### src/rtl/dmem_access_ctrl_if.sv
// Request/response bus between the MEM stage and the DMEM access controller.
// The master issues one byte-addressed request at a time; the slave answers
// with a single-cycle completion pulse.
interface dmem_access_ctrl_if;
    logic        req_valid;
    logic        req_ready;
    logic        req_write;
    logic [1:0]  req_size;
    logic        req_unsigned;
    logic [31:0] req_addr;
    logic [31:0] req_wdata;
    logic        resp_valid;
    logic [31:0] resp_rdata;
    logic        resp_err;

    modport master (
        output req_valid, req_write, req_size, req_unsigned, req_addr, req_wdata,
        input  req_ready, resp_valid, resp_rdata, resp_err
    );

    modport slave (
        input  req_valid, req_write, req_size, req_unsigned, req_addr, req_wdata,
        output req_ready, resp_valid, resp_rdata, resp_err
    );
endinterface

### src/rtl/dmem_access_ctrl.sv
// Load/store controller in front of a 256-word DMEM. Converts byte-addressed
// requests into word accesses, does read-modify-write for sub-word stores and
// sign/zero-extends loads. Every DMEM control output comes straight from a
// flop; the write strobe is sequenced so address and data are settled a full
// cycle before it rises (DMEM commits on the strobe's rising edge).
module dmem_access_ctrl (
    input  logic                 clk,
    input  logic                 rst_n,
    dmem_access_ctrl_if.slave    bus,
    output logic [31:0]          DMEM_address,
    output logic [31:0]          DMEM_data_in,
    output logic                 DMEM_mem_write,
    output logic                 DMEM_mem_read,
    input  logic [31:0]          DMEM_data_out
);

    typedef enum logic [2:0] {S_IDLE, S_RD, S_SETUP, S_PULSE, S_RESP} state_e;

    localparam logic [1:0] SZ_BYTE = 2'b00;
    localparam logic [1:0] SZ_HALF = 2'b01;
    localparam logic [1:0] SZ_WORD = 2'b10;
    localparam logic [1:0] SZ_BAD  = 2'b11;

    state_e      state, state_next;
    logic        wr_q;
    logic        uns_q;
    logic [1:0]  size_q;
    logic [1:0]  lane_q;
    logic [31:0] wdata_q;
    logic        accept;
    logic        req_err;

    // Upper address bits alias modulo 1 KiB and are deliberately dropped.
    logic unused_addr_bits;
    assign unused_addr_bits = ^bus.req_addr[31:10];

    assign accept = (state == S_IDLE) && bus.req_valid;

    // Pick the addressed lane out of a DMEM word and extend it to 32 bits.
    function automatic logic [31:0] load_extract(input logic [31:0] word,
                                                 input logic [1:0]  size,
                                                 input logic [1:0]  lane,
                                                 input logic        uns);
        logic [7:0]  b;
        logic [15:0] h;
        logic [31:0] r;
        b = word[{lane, 3'b000} +: 8];
        h = lane[1] ? word[31:16] : word[15:0];
        case (size)
            SZ_BYTE: r = uns ? {24'b0, b} : {{24{b[7]}}, b};
            SZ_HALF: r = uns ? {16'b0, h} : {{16{h[15]}}, h};
            default: r = word;
        endcase
        return r;
    endfunction

    // Replace only the addressed lane of the word read back from DMEM.
    function automatic logic [31:0] store_merge(input logic [31:0] word,
                                                input logic [31:0] wdata,
                                                input logic [1:0]  size,
                                                input logic [1:0]  lane);
        logic [31:0] r;
        r = word;
        if (size == SZ_BYTE)
            r[{lane, 3'b000} +: 8] = wdata[7:0];
        else if (lane[1])
            r[31:16] = wdata[15:0];
        else
            r[15:0] = wdata[15:0];
        return r;
    endfunction

    // Alignment / size legality of the incoming request.
    always_comb begin
        req_err = (bus.req_size == SZ_BAD)
               || (bus.req_size == SZ_HALF && bus.req_addr[0])
               || (bus.req_size == SZ_WORD && bus.req_addr[1:0] != 2'b00);
    end

    // State register.
    always_ff @(posedge clk or negedge rst_n) begin
        // NOTE: sequential state uses non-blocking assignments so every flop
        // samples pre-edge values regardless of block ordering.
        if (!rst_n) state <= S_IDLE;
        else        state <= state_next;
    end

    // Next-state sequencing for load, word store, sub-word RMW and error paths.
    always_comb begin
        // NOTE: default first so every path assigns state_next and no latch
        // is inferred.
        state_next = state;
        case (state)
            S_IDLE: begin
                if (accept) begin
                    if (req_err)
                        state_next = S_RESP;
                    else if (bus.req_write && bus.req_size == SZ_WORD)
                        state_next = S_SETUP;
                    else
                        state_next = S_RD;
                end
            end
            S_RD:    state_next = wr_q ? S_SETUP : S_RESP;
            S_SETUP: state_next = S_PULSE;
            S_PULSE: state_next = S_RESP;
            S_RESP:  state_next = S_IDLE;
            default: state_next = S_IDLE;
        endcase
    end

    // Registered outputs and request datapath; strobes are loaded from the
    // next-state decode so they are clean flop outputs aligned with the state.
    always_ff @(posedge clk or negedge rst_n) begin
        if (!rst_n) begin
            wr_q           <= 1'b0;
            uns_q          <= 1'b0;
            size_q         <= 2'b00;
            lane_q         <= 2'b00;
            wdata_q        <= 32'b0;
            bus.req_ready  <= 1'b1;
            bus.resp_valid <= 1'b0;
            bus.resp_rdata <= 32'b0;
            bus.resp_err   <= 1'b0;
            DMEM_address   <= 32'b0;
            DMEM_data_in   <= 32'b0;
            DMEM_mem_write <= 1'b0;
            DMEM_mem_read  <= 1'b0;
        end else begin
            bus.req_ready  <= (state_next == S_IDLE);
            bus.resp_valid <= (state_next == S_RESP);
            DMEM_mem_read  <= (state_next == S_RD);
            DMEM_mem_write <= (state_next == S_PULSE);

            if (accept) begin
                wr_q         <= bus.req_write;
                uns_q        <= bus.req_unsigned;
                size_q       <= bus.req_size;
                lane_q       <= bus.req_addr[1:0];
                wdata_q      <= bus.req_wdata;
                DMEM_address <= {24'b0, bus.req_addr[9:2]};
                bus.resp_err <= req_err;
            end

            if (state == S_RD && !wr_q)
                bus.resp_rdata <= load_extract(DMEM_data_out, size_q, lane_q, uns_q);

            // Word stores come straight from the request; sub-word stores
            // merge into the word read during RD. Held until the next SETUP.
            if (state_next == S_SETUP)
                DMEM_data_in <= (state == S_RD)
                              ? store_merge(DMEM_data_out, wdata_q, size_q, lane_q)
                              : bus.req_wdata;

            if (state == S_RESP) begin
                bus.resp_rdata <= 32'b0;
                bus.resp_err   <= 1'b0;
            end
        end
    end

endmodule
### src/flat_wrapper.sv
// flat-port wrapper written by rule: the top's interface ports become plain ports
module dmem_access_ctrl_flat 
  (clk, rst_n, DMEM_address, DMEM_data_in, DMEM_mem_write, DMEM_mem_read, DMEM_data_out, bus_req_valid, bus_req_write, bus_req_size, bus_req_unsigned, bus_req_addr, bus_req_wdata, bus_req_ready, bus_resp_valid, bus_resp_rdata, bus_resp_err);
  dmem_access_ctrl_if bus_i ();
  input  logic clk;
  input  logic rst_n;
  output logic [31:0] DMEM_address;
  output logic [31:0] DMEM_data_in;
  output logic DMEM_mem_write;
  output logic DMEM_mem_read;
  input  logic [31:0] DMEM_data_out;
  input wire logic [$bits(bus_i.req_valid)-1:0] bus_req_valid;
  input wire logic [$bits(bus_i.req_write)-1:0] bus_req_write;
  input wire logic [$bits(bus_i.req_size)-1:0] bus_req_size;
  input wire logic [$bits(bus_i.req_unsigned)-1:0] bus_req_unsigned;
  input wire logic [$bits(bus_i.req_addr)-1:0] bus_req_addr;
  input wire logic [$bits(bus_i.req_wdata)-1:0] bus_req_wdata;
  output wire logic [$bits(bus_i.req_ready)-1:0] bus_req_ready;
  output wire logic [$bits(bus_i.resp_valid)-1:0] bus_resp_valid;
  output wire logic [$bits(bus_i.resp_rdata)-1:0] bus_resp_rdata;
  output wire logic [$bits(bus_i.resp_err)-1:0] bus_resp_err;
  assign bus_i.req_valid = bus_req_valid;
  assign bus_i.req_write = bus_req_write;
  assign bus_i.req_size = bus_req_size;
  assign bus_i.req_unsigned = bus_req_unsigned;
  assign bus_i.req_addr = bus_req_addr;
  assign bus_i.req_wdata = bus_req_wdata;
  assign bus_req_ready = bus_i.req_ready;
  assign bus_resp_valid = bus_i.resp_valid;
  assign bus_resp_rdata = bus_i.resp_rdata;
  assign bus_resp_err = bus_i.resp_err;
  dmem_access_ctrl u_core (.clk(clk), .rst_n(rst_n), .bus(bus_i), .DMEM_address(DMEM_address), .DMEM_data_in(DMEM_data_in), .DMEM_mem_write(DMEM_mem_write), .DMEM_mem_read(DMEM_mem_read), .DMEM_data_out(DMEM_data_out));
endmodule
### config.mk
export PLATFORM = sky130hd
export DESIGN_NAME = dmem_access_ctrl_flat
export DESIGN_NICKNAME = d
export VERILOG_FILES = /design/src/rtl/dmem_access_ctrl_if.sv /design/src/rtl/dmem_access_ctrl.sv /design/src/flat_wrapper.sv
export SDC_FILE = /design/constraint.sdc
export NUM_CORES = 1
export LEC_CHECK = 0
export CORE_MARGIN = 2
export CORE_UTILIZATION = 35
export CTS_BUF_LIST = sky130_fd_sc_hd__clkbuf_8
export CTS_CLUSTER_SIZE = 24
export DETAILED_ROUTE_END_ITERATION = 7
export PLACE_DENSITY = 0.67
export SYNTH_ARGS = -nofsm -noshare
export SYNTH_HDL_FRONTEND = slang
export SYNTH_SLANG_ARGS = --single-unit
### constraint.sdc
create_clock -name clk -period 2.2 [get_ports clk]
set_input_delay 0.22 -clock clk [delete_from_list [all_inputs] [get_ports clk]]
set_output_delay 0.22 -clock clk [all_outputs]
set_load 0.01 [all_outputs]
==> reports/results.tsv <==
metric	value	unit
initial antenna violation count	0	
Worst path top cell family by delay	compound AO/OA/AOI/OAI gates	
Power Total	10.0	mW
synth top area cells	dfrtp_1 (44%), mux2_2 (19%), o21ai_0 (7.9%)	
share of post-route cells with drive strength above 1	0.240	
Initial Utilization	0.359	
Chip Width	132	µm
root buffer cell	clkbuf_8	
peak per-stage delay on the critical path	0.41	ns
Synth Area in XOR/XNOR	0	
DRT iter0 DRCs	531	
Fmax achieved	0.474	GHz
Critical Path RT	2.47	ns
largest net degree at the start of global routing	52	
post-DR vias/cell	5.57	
register area share after synthesis	0.446	
dpl ws	-0.236	ns
Max Slew Vio Count	0	
global-route wire length before repair	29.3	mm
detailed placer's ending HPWL	14.6	mm
CTS tree	built	
most frequent cells in the layout	clkdlybuf4s50_1 (156), dfrtp_1 (101), mux2_2 (95)	
mean post-synth cell area	10.7	µm²
Slew HR	0.576	
Worst Slack Setup Final	0.0921	ns
static leakage	3.17	nW
Hold Path Class	primary input to async pin	
Total Routing Usage GR	0.218	
vias in the first global route	5180	
drt pass-1 iters	5	
Post-synth EDFFs	0	
gr ovfl total	0	
final core occ	0.490	
Final nets	802	
clock slew seen by the registers of the worst setup and hold paths	0.09	ns
Mapped Cells	536	
fin crit share	0.958	
RSZ-0062 raised after global routing	false	
critical path cell sequence	inv_1, ha_1, and4bb_2, buf_4, a221oi_1, o21ai_0, mux2_2	
die footprint	17400	µm²
worst skew pair latency	0.39	ns
library cells used by synthesis	44	
Final setup viols	0	
Rows	46	
Yosys top cell by area	dfrtp_1	
largest family of logic cells by synthesized area	compound AO/OA/AOI/OAI gates	
CTS max path bufs	2	
Design Area, Final	7810	µm²
WL final	19.0	mm
crit path launch type	register	
Worst Skew	0.0148	ns
number of synthesized register bits	102	
Adder-Cell Fraction of Synth Area	0.0109	
# IOs	204	
YS warnings	0	
CP arrival	2.38	ns
worst-path maximum fanout	4	
PD cells	1290	nW/µm²
per-cell routed wire length	20.8	µm
Final Hold Vio Count	0	
post-synthesis simple-gate area fraction	0.0830	
Hold WS	0.289	ns
Antenna Cells	0	
outcome	completed	
CTS H-tree lvls	3	
Primary FF master, synth	dfrtp_1	
mux contribution to synthesized area	0.191	
Die Span Y	132	µm
Peak VDD IR	515	µV
Final min period	2.11	ns
post-route ant nets	0	
mapped cell area	5730	µm²
Final GP Congestion	0.920	
via count	5096	
CTS Buf Count	9	
compound-cell area share of the yosys netlist	0.199	
clock sinks	102	
critical path capture point type	register	
most common cell after layout, fill and taps aside	clkdlybuf4s50_1	
critical path's slowest cell	dfrtp_1	
critical path type	register to register	
drt drc	0	
Yosys top cell area share	0.441	
Async SR Flop Fraction	1.00	
core area	15900	µm²
worst path bufs/invs	2	
Least-Margin Pin Slew	0.635	ns
area grow syn2layout	36.4	%
port bufs	157	
Max Cap Viol	0	
dpl cell area	7560	µm²
## power by group
group	internal [mW]	switching [mW]
Sequential	2.69	0.696
Clock	0.554	0.698
Combinational	2.86	2.55
## synth_stat cells (4+ instances only)
| master | instances |
|---|---|
| dfrtp_1 | 101 |
| mux2_2 | 95 |
| o21ai_0 | 90 |
| nand2_1 | 57 |
| a221oi_1 | 29 |
| buf_4 | 28 |
| clkbuf_1 | 24 |
| a221o_2 | 10 |
| buf_2 | 9 |
| inv_1 | 9 |
| a211oi_1 | 8 |
| a221o_1 | 7 |
| a222oi_1 | 7 |
| ha_1 | 5 |
| nor4bb_1 | 5 |
| a21oi_1 | 4 |
| a32oi_1 | 4 |
| nor2_1 | 4 |
| nor2b_1 | 4 |
## path summary, 6_finish.rpt
| kind | from | slack, ns | to | cells after the start |
|---|---|---|---|---|
| max | u_core.lane_q[1] | 0.09 | u_core.DMEM_data_in[17] | 7 |
| min | rst_n | 0.29 | u_core.DMEM_address[5] | 2 |
| max reg2reg | u_core.lane_q[1] | 0.09 | u_core.DMEM_data_in[17] | 7 |
| min reg2reg | u_core.bus.resp_rdata[5] | 0.49 | u_core.bus.resp_rdata[5] | 2 |
| max in group asynchronous | rst_n | 1.24 | u_core.bus.resp_rdata[15] | 3 |
| min in group clk | bus_req_addr[8] | 0.43 | u_core.DMEM_address[6] | 2 |
## routing by layer
metal / vias up / wire length, µm / global-route usage
li1: 2281 / - / -
met1: 2513 / 8090 / 0.289
met2: 262 / 8870 / 0.348
met3: 40 / 1400 / 0.0384
met4: 0 / 648 / 0.0954
met5: - / 0 / 0
## worst register-to-register path, delay by kind of cell, from the launching register on
family | cells | cell delay (ns)
DFF | 1 | 0.41
buffers and inverters | 2 | 0.26
AOI/OAI and AO/OA | 2 | 0.43
adders and majority gates | 1 | 0.33
and+or+nand+nor | 1 | 0.27
muxes | 1 | 0.29
## repair_timing
item | 4_1_cts | 5_1_grt
gates resized for setup | 0 | 4
hold endpoints to repair | 25 | 0
pin swaps | 1 | 0
setup endpoints to repair | 16 | 6
setup buffers | 1 | 0
hold buffers | 1 | 0
## flip-flops by register name (all words and copies together), names as in the netlist, 2 cells and up
name and cells:
u_core.DMEM_address 8, u_core.DMEM_data_in 32, u_core.bus.resp_rdata 32, u_core.lane_q 2, u_core.size_q 2, u_core.state 3
u_core.wdata_q 16
## layout make-up
class                      count  area (µm²)
clock buffer                  10         138
clock inverter                 6        62.6
fill                        1436        8130
inverter                       9        33.8
multi-input combinational    383        2890
sequential                   102        2550
tap                          216         270
timing repair buffer         189        1870
## logic make-up after synthesis
group / Yosys count
other cells: 1
mux: 96
compound gates: 166
flops: 102
fa+ha+maj: 5
buf+inv: 74
simple gates: 92
## stage by stage
| stage | setup TNS, ns | std cells |
|---|---|---|
| 2_1_floorplan | 0 | 559 |
| 3_3_place_gp | -1.99 | 897 |
| 3_5_place_dp | -3.38 | 897 |
| 4_1_cts | 0 | 915 |
| 5_1_grt | 0 | 915 |
| 6_report | 0 | 915 |
Note: power is estimated with default switching activity, not from simulation.
